<file path="src/rtl/mem_request_arbiter.sv">
// Shares one memory controller between instruction fetch and load/store.
// LS-first priority with a starvation bound for IF; flush discards speculative results.
module mem_request_arbiter #(
  parameter int STARVE_LIMIT = 4
) (
  input  logic        clk,
  input  logic        rst,
  input  logic        rdy,
  input  logic        flush,
  input  logic        if_req_valid,
  input  logic [31:0] if_req_pc,
  output logic        if_done,
  output logic [31:0] if_inst,
  input  logic        ls_req_valid,
  input  logic        ls_req_wr,
  input  logic [2:0]  ls_req_len,
  input  logic [31:0] ls_req_addr,
  input  logic [31:0] ls_req_wdata,
  output logic        ls_done,
  output logic [31:0] ls_rdata,
  output logic        mc_start_query,
  output logic [31:0] mc_pc,
  input  logic        mc_finish_query,
  input  logic [31:0] mc_inst,
  output logic        mc_start_access,
  output logic        mc_rw,
  output logic [2:0]  mc_len,
  output logic [31:0] mc_addr,
  output logic [31:0] mc_wdata,
  input  logic        mc_finish_rw,
  input  logic [31:0] mc_load_data
);

  typedef enum logic [1:0] {IDLE, WAIT_IF, WAIT_LS, RESP} state_t;

  localparam int CW_RAW = $clog2(STARVE_LIMIT + 1);
  localparam int CW     = (CW_RAW > 3) ? CW_RAW : 3;
  localparam logic [CW-1:0] LIMIT = CW'(STARVE_LIMIT);

  state_t        state;
  logic [CW-1:0] starve_cnt;
  logic          discard;
  logic          ls_win;
  logic          if_win;

  // LS only loses the grant once IF has been passed over STARVE_LIMIT times.
  always_comb begin
    ls_win = ls_req_valid && (!if_req_valid || (starve_cnt < LIMIT));
    if_win = if_req_valid && !ls_win;
  end

  always_ff @(posedge clk or posedge rst) begin
    if (rst) begin
      state           <= IDLE;
      starve_cnt      <= '0;
      discard         <= 1'b0;
      if_done         <= 1'b0;
      if_inst         <= '0;
      ls_done         <= 1'b0;
      ls_rdata        <= '0;
      mc_start_query  <= 1'b0;
      mc_pc           <= '0;
      mc_start_access <= 1'b0;
      mc_rw           <= 1'b0;
      mc_len          <= '0;
      mc_addr         <= '0;
      mc_wdata        <= '0;
    end else if (rdy) begin
      // Pulses only retire on an enabled edge so a stall can never swallow one.
      mc_start_query  <= 1'b0;
      mc_start_access <= 1'b0;
      if_done         <= 1'b0;
      ls_done         <= 1'b0;
      case (state)
        IDLE: begin
          if (flush) begin
            starve_cnt <= '0;
          end else if (ls_win) begin
            mc_rw           <= ls_req_wr;
            mc_len          <= ls_req_len;
            mc_addr         <= ls_req_addr;
            mc_wdata        <= ls_req_wdata;
            mc_start_access <= 1'b1;
            state           <= WAIT_LS;
            starve_cnt      <= if_req_valid ? starve_cnt + 1'b1 : '0;
          end else begin
            if (if_win) begin
              mc_pc          <= if_req_pc;
              mc_start_query <= 1'b1;
              state          <= WAIT_IF;
            end
            starve_cnt <= '0;
          end
        end
        WAIT_IF: begin
          if (mc_finish_query) begin
            state <= RESP;
            if (discard || flush) begin
              discard <= 1'b0;
            end else begin
              if_inst <= mc_inst;
              if_done <= 1'b1;
            end
          end else if (flush) begin
            discard <= 1'b1;
          end
        end
        WAIT_LS: begin
          if (mc_finish_rw) begin
            state <= RESP;
            if (!mc_rw && (discard || flush)) begin
              discard <= 1'b0;
            end else begin
              ls_done  <= 1'b1;
              ls_rdata <= mc_rw ? '0 : mc_load_data;
            end
          end else if (flush && !mc_rw) begin
            // Stores are committed state and always report completion.
            discard <= 1'b1;
          end
        end
        RESP:    state <= IDLE;
        default: state <= IDLE;
      endcase
    end
  end

endmodule

</file>
<file path="config.mk">
export PLATFORM = sky130hd
export DESIGN_NAME = mem_request_arbiter
export DESIGN_NICKNAME = d
export VERILOG_FILES = /design/src/rtl/mem_request_arbiter.sv
export SDC_FILE = /design/constraint.sdc
export NUM_CORES = 1
export LEC_CHECK = 0
export BUFFER_PORTS_ARGS = -buffer_cell sky130_fd_sc_hd__buf_2
export CORE_AREA = 4 4 131 133
export CTS_BUF_LIST = sky130_fd_sc_hd__clkbuf_8 sky130_fd_sc_hd__clkbuf_16
export DETAILED_ROUTE_END_ITERATION = 10
export DIE_AREA = 0 0 135 137
export PLACE_DENSITY = 0.8
export SYNTH_ARGS = -nofsm -noshare
export SYNTH_HDL_FRONTEND = slang
export SYNTH_SLANG_ARGS = --single-unit
</file>
<file path="constraint.sdc">
create_clock -name clk -period 10.8 [get_ports clk]
set_clock_uncertainty 0.15 [all_clocks]
set_input_delay 1.62 -clock clk [delete_from_list [all_inputs] [get_ports clk]]
set_output_delay 1.62 -clock clk [all_outputs]
set_load 0.01 [all_outputs]
</file>
Yosys cells after proc, flatten, opt, wreduce, memory -nomap -nowiden:

Cells that the tools add are included.

* input bits: 172
* flip-flop bits (word level): 174
* logic and storage cells: 79
* output and inout bits: 168

* eq/ne operators: 11
* add/sub/neg operators: 1
* magnitude comparators: 1
* multiplexer cells: 30
* reductions and logical operators: 18
* bitwise gates (word level): 4

Operator list (number)
* 32-bit two-way mux: 1
* 1-bit two-way mux: 19
* 3-bit inequality test, second input constant: 5
* 4-bit AND reduction: 3
* 2-bit two-way mux: 5
* 5-bit AND reduction: 2
* 3-bit two-way mux: 3
* 2-bit one-hot mux with 4 select lines: 1
* 2-bit inequality test, second input constant: 3
* 6-bit AND reduction: 1
* 2-bit == test, second input constant: 2
* 1-bit logical AND: 4
* 1-bit inverter: 4
* 3-bit by 1-bit adder with 3-bit output, second input constant: 1
* 1-bit zero test: 3
* 3-bit less-than comparator, second input constant: 1
* 2-bit by 1-bit == test with 1-bit output, second input constant: 1
* 2-bit zero test: 1
* 1-bit logical OR: 2
* 1-bit one-hot mux with 2 select lines: 1
* 2-bit AND reduction: 1
* 2-bit nonzero test: 1

Depth between registers and ports, before layout:

Gate-level depths: netlist (run 1).

* word-level depth: 9
* mapped depth: 8
* depth with buffers taken out: 6

Worst setup path after synthesis (run 1):

OpenSTA, ideal clock, no wires.

* kind: input-to-reg
* start point: input port rdy
* end point: register mc_pc[10]
* cell stages on the path: 7
* required time: 10525 ps
* arrival: 2743 ps
* slack: 7782 ps
* buffers on the path: 3
* library setup time: 125 ps
* path through: buf_2 nand2_2 nor3b_2 and2b_1 buf_6 buf_12 mux2_4

* longest elaborated chain between the ends: 1

RTL lines
* from (decl): line 8 `input logic rdy,`
* 5-bit AND reduction (no line)
* to (signal assigned): line 88 `mc_pc <= if_req_pc;`
* to (decl): line 22 `output logic [31:0] mc_pc,`

Every way passes these cells.
A chain may end at the register's enable or synchronous reset.

Worst setup path after layout (run 1):

* start point: register mc_rw
* end point: output port mc_rw

RTL lines
* from (decl): line 26 `output logic mc_rw,`
* from (signal assigned): line 79 `mc_rw <= ls_req_wr;`

No word-level cell between the ends.

==> results.ini, run 1 <==
[pwr]
power.density_nw_per_um2=275
ir_drop_uv=130
leakagePower_nw=4.98

[cells_and_area]
syn2layout_area_growth_pct=33.7
fin_nets=988
diodes=0
instances_no_fill=1039
layout-drive-gt1-share_pct=61.0
final_cell_mix=buf_2 (339), dfrtp_1 (174), mux2_2 (96)
final_common_cell=buf_2
fill_cells=1274

[critical_path]
r2r_start=state[0]
path_class=reg2out
arrival_ns=1.66
crit_path_max_fanout=37
cp_slowest_cell=dfrtp_1
cp-end-kind=output port
cp_num_buf_inv=1
crit_start=mc_rw
cp_top_family=flip-flops
path_cells=buf_2
critical_path_required_ns=9.03
cp-start-kind=flop
critPathMaxStageDelay_ns=0.97

[detailed_routing]
wl_per_cell_um=16.2
dr_total_vias=4844
drt_first_pass_iters=4
drtIter0Drc=225
drt-vias-per-instance=4.66
drc_errors=0
ant_nets=0
wirelength_um=16900

[logic_synthesis]
yosys-top-cells-area=dfrtp_1 (62%), mux2_2 (15%), mux2_4 (6.2%)
synthSimpleGateAreaFrac_pct=5.92
yosys.area.top_type=dfrtp_1
synth-xor-area-share_pct=0
synthArstFlopShare_pct=100
synth_seq_area_share_pct=62.3
synth_mux_area_share_pct=23.4
yosysWarnings=0
ys_types=33
syn_nets=653
synth_top_family_by_area=multiplexers
post-synth-top-area-fraction_pct=62.3
ys.flop_type=dfrtp_1
ys_ff_latch=174
synth_fa_ha_area_share_pct=0.716
synth_compound_area_share_pct=4.03
synth.avg_cell_area_um2=14.7
synth_edf_count=0
postSynthCellCount=477
syn_area_um2=6990

[global_route]
antenna_found_initial=1
grt_max_degree=98
grt_first_pass_wirelength_um=25800
grt_overflow=0
grt_pass1_vias=5098
grt.total_usage_pct=17.7

[cts]
cts_max_level=4
cts_made_buffers=17
cts_tree=built
holdBufCountCts=0
clock-root-buffer=clkbuf_16
post_cts_buffers=0
cts_sinks=174
clkSlewWorstSetupHoldPaths_ns=0.06
worstSkewPairLatency_ns=0.42
cts-resized-gates=0
clockBufferDepth=2

[min_path]
min_from=ls_rdata[22]
hold_class=reg2reg

[sta]
tightestPinTransition_ns=1.03
finalHoldViolations=0
setup_slack_ns=7.37
slew_viol_final=0
relSlewSlack_pct=31.2
min_period_ns=3.43
finalSetupViolCount=0
tns_ns=0
rsz0062_at_grt=false
finalCritPeriodShare_pct=31.8
fmax_ghz=0.291

[placement]
pre_cts_ws_ns=7.09
numPortBuffers=339
place.detailed.instances=1009
dp_hpwl_um=12500
place_congestion=0.745

[job]
maxCapViolations=0

[floorplan]
start_util_pct=44.2
core-area_um2=15800
ioPinCount=340
row_count=46
chipWidth_um=135
dieArea_um2=18500
die_y_um=137

[outcome]
status=finished, final reports clean

-- per-stage QoR --
step	area, um^2	total power [W]	hold WS (ns)	util (%)
after floorplan	6990	0.00159	0.300	-
after global placement	8790	0.00197	0.307	55.5
after detailed placement	8790	0.00201	0.315	55.5
after CTS	9350	0.00261	0.329	59.1
after global routing	9350	0.00274	0.353	59.1
final	9350	0.00257	0.323	59.1
-- worst paths after layout --
path | to | slack, ns | depth (start not counted)
max reg2reg | mc_pc[30] | 8.14 | 6
max | mc_rw | 7.37 | 1
min | ls_rdata[22] | 0.32 | 2
min reg2reg | ls_rdata[22] | 0.32 | 2
min in group asynchronous | mc_addr[3] | 1.21 | 2
max in group asynchronous | mc_wdata[7] | 7.76 | 3
-- layer usage --
metal | vias up | track usage, % | routed length, um | share of wire (%)
met2 | 211 | 31.2 | 8690 | 52
met4 | 2 | 6.10 | 303 | 1.8
met3 | 25 | 6.25 | 1510 | 8.9
met1 | 2295 | 20.1 | 6360 | 38
li1 | 2311 | - | - | -
met5 | - | 0 | 7 | 0.042
-- cells in the mapped netlist, types with 4 or more instances --
cell,count
dfrtp_1,174
inv_1,7
buf_2,7
buf_6,8
mux2_2,96
clkbuf_1,5
mux2_1,8
ha_1,4
o21ai_0,35
mux2_4,29
nand2_1,35
nand2b_1,33
-- cell families (layout without fill, tap and decap cells) --
group	after synthesis	in the layout
AOI/OAI and AO/OA	49	49
muxes	136	136
adders and majority gates	4	4
DFF	174	174
buffers and inverters	34	380
and+or+nand+nor	80	80
-- registers in the layout (all words and copies together), names as in the netlist, 2 cells and up --
signal / count
mc_wdata: 32
if_inst: 32
state: 2
mc_len: 3
ls_rdata: 32
mc_addr: 32
mc_pc: 32
starve_cnt: 3
-- power by group --
| group | switching [W] | internal (W) |
|---|---|---|
| Clock | 0.000246 | 0.000342 |
| Combinational | 0.000426 | 0.000464 |
| Sequential | 0.000154 | 0.000937 |
| Total | 0.000825 | 0.00174 |
-- cell type report --
class / count / area (um^2) / area share (%)
repair buffers: 343 / 1730 / 18.5
well taps: 216 / 270 / 2.89
inverters: 7 / 31.3 / 0.334
clock inverters: 12 / 125 / 1.34
clock buffers: 18 / 439 / 4.70
multi-input cells: 269 / 2410 / 25.7
flip-flops and latches: 174 / 4350 / 46.6
No activity file was read; power rests on OpenSTA's default activity.
==> run 2: changes to the inputs <==
CORE_AREA = 4 4 129 131   (was 4 4 131 133)
DIE_AREA = 0 0 133 135   (was 0 0 135 137)
PLACE_DENSITY = 0.83   (was 0.8)
clock period = 3.44 ns   (was 10.8 ns; I/O delays follow)
==> results.ini, run 2 (synthesis results as in run 1) <==
[sta]
relSlewSlack_pct=31.7  ; +0.50 points
finalHoldViolations=0  ; unchanged
rsz0062_at_grt=false
slew_viol_final=0  ; unchanged
setup_slack_ns=0.892  ; -6.48 ns
hold_slack_ns=0.127  ; -0.196 ns
tns_ns=0  ; unchanged
tightestPinTransition_ns=1.02  ; -0.00756 ns
finalCritPeriodShare_pct=74.1
finalSetupViolCount=0  ; unchanged
min_period_ns=2.55
fmax_ghz=0.392

[critical_path]
r2r_start=state[1]
cp_num_buf_inv=2  ; +1
worst_r2r_endpoint=mc_pc[31]
crit_path_max_fanout=17  ; -54%
arrival_ns=2.69  ; +1.03 ns
cp-end-kind=flop
crit_start=state[1]
r2r_slack_ns=0.89  ; -7.25 ns
cp-start-kind=flop
critPathMaxStageDelay_ns=0.54  ; -0.43 ns
path_class=reg2reg
cp_slowest_cell=and2b_2
critPathCapture=mc_pc[31]
path_cells=inv_1 -> ha_1 -> nand2_2 -> nor3b_2 -> and2b_2 -> buf_12 -> mux2_2
critical_path_required_ns=3.59  ; -5.44 ns
reg2reg_depth=7  ; +1
cp_top_family=simple AND/OR/NAND/NOR gates
path_depth=7  ; +6

[detailed_routing]
ant_nets=0  ; unchanged
wl_per_cell_um=16.4  ; +1.0%
dr_total_vias=4977  ; +2.7%
drt-vias-per-instance=4.75  ; +1.9%
drtIter0Drc=159  ; -29%
wirelength_um=17200  ; +1.9%
drc_errors=0  ; unchanged
drt_first_pass_iters=4  ; unchanged

[global_route]
antenna_found_initial=2  ; +1
grt_max_degree=49  ; -50%
grt_overflow=0  ; unchanged
use_met2_pct=32.7  ; +1.5 points
grt_use_met3_pct=6.00  ; -0.25 points
grt.total_usage_pct=18.8  ; +1.1 points
busiest_layer=met2
grt_first_pass_wirelength_um=26800  ; +4.0%
grt_pass1_vias=5222  ; +2.4%
gr-usage-met1_pct=22.0  ; +1.8 points

[cells_and_area]
multi_input_area_um2=2410  ; unchanged
final_cell_mix=buf_2 (339), dfrtp_1 (174), mux2_2 (96)
regArea_um2=4350  ; unchanged
fill_cells=1252  ; -1.7%
layout-drive-gt1-share_pct=61.7  ; +0.74 points
fin_nets=994  ; +0.61%
final_common_cell=buf_2
syn2layout_area_growth_pct=35.4
fin_util_pct=60.7  ; +1.6 points

[placement]
dp_hpwl_um=13100  ; +4.3%
place_congestion=0.781  ; +5.0%
pre_cts_ws_ns=0.929  ; -6.16 ns
numPortBuffers=339  ; unchanged

[floorplan]
dieArea_um2=18000  ; -2.9%
ioPinCount=340  ; unchanged
start_util_pct=44.8  ; +0.65 points
chipWidth_um=133  ; -1.5%
row_count=46  ; unchanged
die_y_um=135  ; -1.5%
core-area_um2=15600  ; -1.5%

[cts]
cts_max_level=4  ; unchanged
clkSlewWorstSetupHoldPaths_ns=0.07  ; about the same
clock-root-buffer=clkbuf_16
holdBufCountCts=0  ; unchanged
clockBufferDepth=2  ; unchanged
worstSkewPairLatency_ns=0.41  ; about the same
cts_made_buffers=17  ; unchanged
cts-resized-gates=0  ; unchanged
cts_tree=built
cts_sinks=174  ; unchanged
post_cts_buffers=0  ; unchanged

[pwr]
ir_drop_uv=381  ; +190%
leakagePower_nw=5.02  ; +0.74%
p_total_w=0.00809  ; +210%
power.density_nw_per_um2=854  ; +210%

[job]
maxCapViolations=0  ; unchanged

[outcome]
status=finished, final reports clean

[min_path]
hold_class=in2async

==> run 2: cell types whose count changed in the layout (fill, tap and decap cells not counted) <==
cell        delta
inv_1          -3
inv_8          +3
buf_4          +1
clkinvlp_4     +2
diode_2        +1
buf_12         +5
clkinv_4       -1
clkinv_8       +1
bufinv_16      -2
inv_6          +2
==> run 2: cell type report <==
class	count	area share (%)
Timing Repair Buffer	349	19.4
Tap cell	216	2.86
Clock inverter	14	1.36
Antenna cell	1	0.0264
Multi-Input combinational cell	269	25.4
Inverter	7	0.317
Clock buffer	18	4.64
Sequential cell	174	46.0
==> run 2: worst min path at each step <==
stage	start	slack [ns]	cells past startpoint	endpoint
finish	rst	0.13	2	if_inst[29]
floorplan	starve_cnt[0]	0.30	1	starve_cnt[0]
global placement	mc_start_access	0.31	1	mc_start_access
global route	ls_req_wdata[1]	0.14	2	mc_wdata[1]
CTS	rst	0.13	2	if_inst[29]
detailed placement	mc_start_access	0.31	1	mc_start_access
==> run 2: stage by stage <==
stage | instances | cell area (um^2)
2_1_floorplan | 477 | 7000
3_3_place_gp | 1015 | 8890
3_5_place_dp | 1015 | 8890
4_1_cts | 1047 | 9460
5_1_grt | 1048 | 9470
6_report | 1048 | 9470
==> run 2: where the power goes <==
| part | internal, W | switching, W | total [W] |
|---|---|---|---|
| Combinational | 0.00147 | 0.00138 | 0.00285 |
| Clock | 0.000974 | 0.000865 | 0.00184 |
| Sequential | 0.00294 | 0.000452 | 0.00340 |
==> run 2: metal layers <==
layer	share of wire [%]	vias to the layer above
li1	-	2325
met1	39	2400
met2	51	218
met3	7.7	32
met4	2.2	2
met5	0.070	-
